[src/rtl/uart_pkg.sv]
// Shared UART definitions: FSM state encodings, oversample limits and word-length codes.
package uart_pkg;

  typedef enum logic [2:0] {
    ST_IDLE   = 3'd0,
    ST_START  = 3'd1,
    ST_DATA   = 3'd2,
    ST_PARITY = 3'd3,
    ST_STOP   = 3'd4
  } uart_state_e;

  localparam logic [3:0] OSM16_MAX = 4'd15;
  localparam logic [3:0] OSM13_MAX = 4'd12;
  localparam logic [3:0] OSM16_MID = 4'd7;
  localparam logic [3:0] OSM13_MID = 4'd6;

  localparam logic [1:0] WLS_5 = 2'b00;
  localparam logic [1:0] WLS_6 = 2'b01;
  localparam logic [1:0] WLS_7 = 2'b10;
  localparam logic [1:0] WLS_8 = 2'b11;

  // Index of the final data bit for a given word-length code (5 bits -> index 4).
  function automatic logic [2:0] lastBitIdx(input logic [1:0] wlsCode);
    return 3'(wlsCode) + 3'd4;
  endfunction

endpackage

[src/rtl/uart_rx_sync.sv]
// Metastability synchronizer for the asynchronous serial input; resets to the idle-high level.
module uart_rx_sync #(
  parameter int SYNC_STAGES = 2
) (
  input  logic i_pclk,
  input  logic i_preset,
  input  logic i_rxd,
  output logic o_rxd
);

  logic [SYNC_STAGES-1:0] r_sync;

  always_ff @(posedge i_pclk) begin
    if (i_preset) begin
      r_sync <= '1;
    end else begin
      r_sync <= {r_sync[SYNC_STAGES-2:0], i_rxd};
    end
  end

  assign o_rxd = r_sync[SYNC_STAGES-1];

endmodule

[src/rtl/uart_receiver.sv]
// UART receive stage: oversampled start/data/parity/stop recovery with parity, framing,
// break and overrun reporting into the RX FIFO interface.
module uart_receiver
  import uart_pkg::*;
#(
  parameter int SYNC_STAGES = 2
) (
  input  logic       pclk,
  input  logic       preset,
  input  logic       bclk,
  input  logic       uart_rxd,
  input  logic       osm_sel,
  input  logic       eps,
  input  logic       pen,
  input  logic       stb,
  input  logic [1:0] wls,
  input  logic       rx_full_status,
  output logic       rx_wr,
  output logic [7:0] rx_data,
  output logic       rx_pe,
  output logic       rx_fe,
  output logic       rx_bi,
  output logic       rx_oe
);

  uart_state_e r_state, w_nextState;
  logic [3:0]  r_count;
  logic [2:0]  r_dataCnt;
  logic [7:0]  r_data;
  logic        r_parBit;
  logic        r_idleSeen;
  logic        r_cfgOsm, r_cfgEps, r_cfgPen;
  logic [1:0]  r_cfgWls;

  logic        w_rxdS;
  logic [3:0]  w_max, w_mid;
  logic        w_startDet, w_sample, w_lastBit;
  logic        w_expPar, w_pe, w_fe, w_bi;
  logic        w_unused;

  // The stop-bit setting only matters to the transmitter.
  assign w_unused = stb;

  uart_rx_sync #(.SYNC_STAGES(SYNC_STAGES)) u_sync (
    .i_pclk   (pclk),
    .i_preset (preset),
    .i_rxd    (uart_rxd),
    .o_rxd    (w_rxdS)
  );

  always_ff @(posedge pclk) begin
    if (preset) r_state <= ST_IDLE;
    else        r_state <= w_nextState;
  end

  always_comb begin
    w_nextState = r_state;
    case (r_state)
      ST_IDLE:   if (w_startDet) w_nextState = ST_START;
      ST_START:  if (w_sample) w_nextState = w_rxdS ? ST_IDLE : ST_DATA;
      ST_DATA:   if (w_sample && w_lastBit) w_nextState = r_cfgPen ? ST_PARITY : ST_STOP;
      ST_PARITY: if (w_sample) w_nextState = ST_STOP;
      ST_STOP:   if (w_sample) w_nextState = ST_IDLE;
      default:   w_nextState = ST_IDLE;
    endcase
  end

  // A start needs the line to have been seen high first, so a held-low break cannot retrigger.
  always_comb begin
    w_max      = r_cfgOsm ? OSM13_MAX : OSM16_MAX;
    w_mid      = r_cfgOsm ? OSM13_MID : OSM16_MID;
    w_startDet = bclk && (r_state == ST_IDLE) && !w_rxdS && r_idleSeen;
    w_sample   = 1'b0;
    if (bclk) begin
      if (r_state == ST_START)
        w_sample = (r_count == w_mid);
      else if (r_state inside {ST_DATA, ST_PARITY, ST_STOP})
        w_sample = (r_count == w_max);
    end
    w_lastBit = (r_dataCnt == lastBitIdx(r_cfgWls));
    w_expPar  = r_cfgEps ? ^r_data : ~^r_data;
    w_pe      = r_cfgPen && (r_parBit != w_expPar);
    w_fe      = !w_rxdS;
    w_bi      = (r_data == 8'h00) && (!r_parBit || !r_cfgPen) && !w_rxdS;
  end

  always_ff @(posedge pclk) begin
    if (preset) begin
      r_count    <= '0;
      r_dataCnt  <= '0;
      r_data     <= '0;
      r_parBit   <= 1'b0;
      r_idleSeen <= 1'b0;
      r_cfgOsm   <= 1'b0;
      r_cfgEps   <= 1'b0;
      r_cfgPen   <= 1'b0;
      r_cfgWls   <= WLS_8;
      rx_wr      <= 1'b0;
      rx_data    <= '0;
      rx_pe      <= 1'b0;
      rx_fe      <= 1'b0;
      rx_bi      <= 1'b0;
      rx_oe      <= 1'b0;
    end else begin
      rx_wr <= 1'b0;
      rx_oe <= 1'b0;
      if (r_state == ST_IDLE) begin
        if (w_rxdS) r_idleSeen <= 1'b1;
        if (w_startDet) begin
          r_idleSeen <= 1'b0;
          r_count    <= '0;
          r_data     <= '0;
          r_parBit   <= 1'b0;
          r_cfgOsm   <= osm_sel;
          r_cfgEps   <= eps;
          r_cfgPen   <= pen;
          r_cfgWls   <= wls;
        end
      end else if (bclk) begin
        r_count <= w_sample ? 4'd0 : r_count + 4'd1;
        if (w_sample) begin
          case (r_state)
            ST_START:  r_dataCnt <= '0;
            ST_DATA: begin
              r_data[r_dataCnt] <= w_rxdS;
              r_dataCnt         <= r_dataCnt + 3'd1;
            end
            ST_PARITY: r_parBit <= w_rxdS;
            ST_STOP: begin
              // Commit is evaluated at the stop-bit centre; a full FIFO turns it into an overrun.
              if (rx_full_status) begin
                rx_oe <= 1'b1;
              end else begin
                rx_wr   <= 1'b1;
                rx_data <= w_bi ? 8'h00 : r_data;
                rx_pe   <= w_pe;
                rx_fe   <= w_fe;
                rx_bi   <= w_bi;
              end
            end
            default: ;
          endcase
        end
      end
    end
  end

endmodule

[config.mk]
export PLATFORM = sky130hd
export DESIGN_NAME = uart_receiver
export DESIGN_NICKNAME = d
export VERILOG_FILES = /design/src/rtl/uart_pkg.sv /design/src/rtl/uart_rx_sync.sv /design/src/rtl/uart_receiver.sv
export SDC_FILE = /design/constraint.sdc
export NUM_CORES = 1
export LEC_CHECK = 0
export BUFFER_PORTS_ARGS = -buffer_cell sky130_fd_sc_hd__buf_4
export CAP_MARGIN = 20
export CORE_MARGIN = 2
export CORE_UTILIZATION = 35
export DETAILED_ROUTE_END_ITERATION = 6
export PLACE_DENSITY = 0.51
export REMOVE_ABC_BUFFERS = 1
export SYNTH_ARGS = -nofsm -noshare
export SYNTH_HDL_FRONTEND = slang
export SYNTH_SLANG_ARGS = --single-unit
[constraint.sdc]
create_clock -name pclk -period 2.5 [get_ports pclk]
set_input_delay 0.5 -clock pclk [delete_from_list [all_inputs] [get_ports pclk]]
set_output_delay 0.5 -clock pclk [all_outputs]
set_load 0.02 [all_outputs]
==> results.md, run 1 <==
- Initial Utilization: 35.9%
- Max-slew violations: 0
- Cells on worst reg2reg path: 5
- P_sw: 0.267 mW
- Critical Path Start Type: flip-flop
- Synth top cells by count: 40 x dfxtp_1, 23 x nand2_1, 21 x nor2_1, 15 x inv_1, 12 x o21ai_0
- PD cells: 510 mW/mm^2
- Final hold violations: 0
- CTS root buf: clkbuf_8
- Die H: 81.5 um
- Sinks on the clock net: 40
- Final critical-path required period: 1.98 ns
- CTS Buf Count: 5
- # IOs: 24
- Worst Slack Setup Final: 0.519 ns
- Initial DRC Count: 70
- Fmax: 0.505 GHz
- WL/cell: 13.9 um
- CTS tree: built
- Post-CTS resize count: 0
- Clock Skews: 0.0134 ns
- Measured slew at the worst slew-check pin: 0.645 ns
- Top cells by area, synth: dfxtp_1 38%, nand2_1 4.1%, nor2_1 3.8%
- Share of the synthesized area in the top cell type: 38.1%
- CTS Hold Bufs: 0
- Setup Viol. Count Final: 0
- Nets: 281
- Share of cells above drive strength 1: 18.5%
- Comb power frac: 3.9%
- Aggregate global-route resource usage: 15.5%
- H-Tree Depth: 2
- WP data required: 2.69 ns
- CP arrival: 2.17 ns
- ANT cells: 0
- Worst vdd rail ir drop: 0.270 mV
- Crit end category: flip-flop
- Compound-Gate Fraction of Synth Area: 24.2%
- Final ANT Viol Nets: 0
- Rows: 28
- Slew HR: 56.9%
- Hold Path Class: in2reg
- CTS clk-pin slew, worst paths: 0.08 ns
- Clock Tree Buf Depth: 2
- Count of mapped cells out of synthesis: 244
- First-pass GRT wire length: 7940 um
- Clock power share: 44.8%
- RePlAce Congestion: 0.810
- Setup TNS: 0 ns
- Latest clock arrival within the worst-skew pair: 0.29 ns
- Worst Hold Path EP: u_sync.r_sync[0]
- Register share of total power: 51.3%
- Main combinational cell family by area after synthesis: compound AO/OA/AOI/OAI gates
- Die ar.: 0.00664 sq mm
- Die X: 81.5 um
- Initial antenna violation count: 0
- Pwr Total: 1.26 mW
- Synth Area in Adders: 3.57%
- Number of global-route vias before repair: 1656
- Finished Core Util: 42.0%
- First-pass DRT Iterations: 4
- RSZ-0062 raised after global routing: false
- Vias per inst: 5.30
- Setup Crit Path Kind: reg2reg
- Mapped cell area: 0.00210 sq mm
- Status: completed
- Yosys reg bits: 40
- Synthesis Warnings: 0
- HP Start: uart_rxd
- Routed via count: 1801
- Dpl ws: 0.386 ns
- Crit-path max FO: 8
- Fraction of the mapped netlist area in simple logic gates: 23.4%
- Cell with the most instances after synthesis: dfxtp_1
- Area Growth Syn to Fin: 17.0%
- Pin count of the biggest net entering global routing: 43
- Post-DP HPWL: 3270 um
- Area of the core: 0.00585 sq mm
- Post-CTS Setup Bufs: 0
- Seq/Total Area, Yosys: 38.1%
- R2r setup slk: 0.52 ns
- Post-synth top area cell: dfxtp_1
- Worst hold path stage count: 2
- GRT overflow: 0
- Reg-to-reg startpoint: r_count[0]
- Sw frac: 21.3%
- Reg-to-Reg End: r_data[5]
- Post-synth cell types: 53
- Post-synth EDFFs: 0
- Maxcap violations: 0
- Residual DRC count: 0
- Syn_area_per_cell: 8.61 sq um
- Ys flop type: dfxtp_1
- Port bufs: 22
- Fin crit share: 79.3%
- Internal power: 0.988 mW
- Mux cell area share after synthesis: 1.43%
- Final WL: 4730 um
- XOR/XNOR Fraction of Synth Area: 3.75%
- Post-synth ARST share: 0%
- Leakage: 0.908 nW
[flip-flops by register name (all words and copies together) (netlist names), 2 cells and up]
name / count
r_dataCnt: 3
rx_data: 8
r_cfgWls: 2
r_count: 4
u_sync.r_sync: 2
r_state: 3
r_data: 8
[final cells by class]
class / count / area (sq um)
fill: 613 / 3390
multi-input combinational: 175 / 1180
sequential: 40 / 801
timing repair buffer: 27 / 203
inverter: 15 / 56.3
clock inverter: 2 / 38.8
tap: 75 / 93.8
clock buffer: 6 / 82.6
[critical path, cell delays in order, from the launching register on]
cell	delay (ns)
dfxtp_1	0.49
and3b_4	0.29
o21ai_4	0.12
a2111oi_4	0.63
a211oi_1	0.15
a31o_1	0.21
[worst max-delay path by stage]
stage / from / slack (ns) / to / depth (start not counted)
5_1_grt: r_state[0] / 0.33 / rx_data[2] / 5
2_1_floorplan: r_state[1] / 0.59 / r_data[5] / 4
3_3_place_gp: bclk / 0.40 / r_data[5] / 6
4_1_cts: r_count[0] / 0.49 / r_data[5] / 5
6_report: r_count[0] / 0.52 / r_data[5] / 5
3_5_place_dp: bclk / 0.39 / r_data[5] / 6
[power by group through the flow]
stage / clock (mW) / combinational, mW / sequential, mW
floorplan: 0 / 0.0177 / 0.659
global placement: 0 / 0.0493 / 0.660
detailed placement: 0 / 0.0499 / 0.660
CTS: 0.583 / 0.0499 / 0.645
global route: 0.607 / 0.0545 / 0.645
finish: 0.562 / 0.0490 / 0.645
[per-stage QoR]
stage	hold WS [ns]	cells	cell area, sq um
finish	0.399	340	2460
floorplan	0.389	230	2040
global placement	0.398	332	2340
CTS	0.389	340	2460
detailed placement	0.408	332	2340
global route	0.390	340	2460
[per-layer routing]
layer | vias to the layer above | track usage (%) | part of all wire [%]
met4 | 0 | 5.93 | 2.0
met5 | - | 0 | 0
met3 | 9 | 2.97 | 3.6
met1 | 842 | 20.0 | 48
li1 | 919 | - | -
met2 | 31 | 25.7 | 46
[logic make-up after synthesis]
group,count (synthesis)
AO/OA/AOI/OAI,66
XOR/XNOR,9
adder cells (fa/ha/maj),6
buffers and inverters,29
flip-flops,40
multiplexers,3
AND/OR/NAND/NOR,91
[cell usage in the layout, fill, tap and decap left out, types with 2 or more instances in the layout]
cell      instances
a31oi_1           2
nor2b_1           3
o21ai_0          12
clkbuf_8          6
dfxtp_1          40
ha_1              6
or2_2             4
a22oi_1           9
inv_1            15
a21oi_1          10
buf_4            27
a211o_1           3
a211o_2           2
xnor2_1           7
and3_1            3
mux2i_1           3
nand2b_1          4
a211oi_1          7
nand2_1          23
nor2_1           21
xor2_1            2
nand3_1           9
nand3b_1          3
a21o_1            4
nand4_1           6
a21boi_0          2
nor3_1            5
Note: power is estimated with default switching activity, not from simulation.
==> run 2, diff against run 1 <==
- clock period: 2.5 -> 2 ns (I/O delays scaled with it)
==> results.md, run 2 (synthesized netlist as in run 1, its figures left out) <==
- Share of cells above drive strength 1: 21.5%
- Port bufs: 22
- Post-CTS resize count: 0
- Clock Tree Buf Depth: 2
- CTS root buf: clkbuf_8
- FF/Latch Area: 801 sq um
- Fmax: 0.551 GHz
- Latest clock arrival within the worst-skew pair: 0.29 ns
- # IOs: 24
- Worst vdd rail ir drop: 0.263 mV
- Routed via count: 1790
- Setup Viol. Count Final: 0
- Post-CTS Setup Bufs: 0
- CTS Buf Count: 5
- WP data required: 2.19 ns
- Initial Utilization: 35.9%
- Cell area after layout: 0.00252 sq mm
- Initial DRC Count: 52
- Final WL: 4730 um
- Commonest non-fill, non-tap cell in the layout: dfxtp_1
- CTS clk-pin slew, worst paths: 0.08 ns
- Dpl ws: 0.124 ns
- Sinks on the clock net: 40
- Crit end category: flip-flop
- Number of global-route vias before repair: 1675
- Nets: 290
- RSZ-0062 raised after global routing: false
- PD cells: 602 mW/mm^2
- GRT overflow: 0
- Vias per inst: 5.13
- Placed cell area: 0.00241 sq mm
- Setup Crit Path Kind: reg2reg
- Maxcap violations: 0
- Placed cells: 341
- Top Registers: r_data x8, rx_data x8, r_count x4
- Hold slack: 0.289 ns
- # fillers: 611
- WL/cell: 13.5 um
- Worst Slack Setup Final: 0.185 ns
- Post-DP HPWL: 3340 um
- Critical Path Start Type: flip-flop
- Initial antenna violation count: 0
- Die ar.: 0.00664 sq mm
- Area of the core: 0.00585 sq mm
- Measured slew at the worst slew-check pin: 0.468 ns
- Pwr Total: 1.52 mW
- Clock Skews: 0.00748 ns
- Area Growth Syn to Fin: 20.1%
- CP arrival: 2.01 ns
- Residual DRC count: 0
- Final Non-Filler Cells: 349
- Multi-input gate area: 0.00120 sq mm
- Finished Core Util: 43.2%
- Final hold violations: 0
- Die H: 81.5 um
- Aggregate global-route resource usage: 15.5%
- Setup TNS: 0 ns
- CTS Hold Bufs: 0
- First-pass GRT wire length: 7820 um
- Die X: 81.5 um
- Status: completed
- Slew HR: 68.7%
- Crit-path max FO: 8
- Pin count of the biggest net entering global routing: 43
- Final critical-path required period: 1.82 ns
- Hold Path Class: in2reg
- Rows: 28
- Fin crit share: 90.8%
- CTS tree: built
- Max-slew violations: 0
- Leakage: 0.946 nW
- ANT cells: 0
- Most frequent cells in the layout: 40 x dfxtp_1, 36 x buf_4, 23 x nand2_1
- H-Tree Depth: 2
- RePlAce Congestion: 0.873
- First-pass DRT Iterations: 4
- Final ANT Viol Nets: 0
## run 2: cell types whose count changed in the layout (fill, tap and decap cells not counted)
cell	change
o2111ai_2	+1
or3_4	+1
clkinv_4	-1
o2111ai_1	-1
buf_4	+9
clkbuf_8	-1
clkinv_2	+1
clkbuf_1	+1
or3_1	-1
## run 2: where the power goes
group	leakage (nW)	switching [mW]	internal (mW)
combinational	0.567	0.0350	0.0278
clock	0.0552	0.282	0.370
sequential	0.323	0.00424	0.801
total	0.946	0.321	1.20
## run 2: metal layers
metal  up-vias  routed length, um  global-route usage (%)  share of wire (%)
met5         -                  0                       0                  0
met4         0                126                    7.80                2.7
met3        11                148                    2.97                3.1
met2        30               2180                    25.2                 46
met1       819               2280                    19.5                 48
li1        930                  -                       -                  -
## run 2: final cells by class
type / instances / area share, %
clock inverters: 2 / 1.39
multi-input cells: 175 / 47.4
flip-flops and latches: 40 / 31.7
well taps: 75 / 3.72
clock buffers: 6 / 2.87
repair buffers: 36 / 10.7
inverters: 15 / 2.23
## run 2: final timing paths
kind / depth (start not counted) / to / start / slack [ns]
hold reg to reg: 1 / u_sync.r_sync[1] / u_sync.r_sync[0] / 0.42
setup / recovery: 6 / r_data[5] / r_count[0] / 0.18
hold / removal: 2 / u_sync.r_sync[0] / uart_rxd / 0.29
setup reg to reg: 6 / r_data[5] / r_count[0] / 0.18
## run 2: worst max-delay path: stages (launching register included)
cell and delay (ns):
dfxtp_1 0.39, nor3b_4 0.34, o21ai_4 0.14, a2111oi_4 0.35, buf_4 0.21, a211oi_1 0.07, a31o_1 0.20
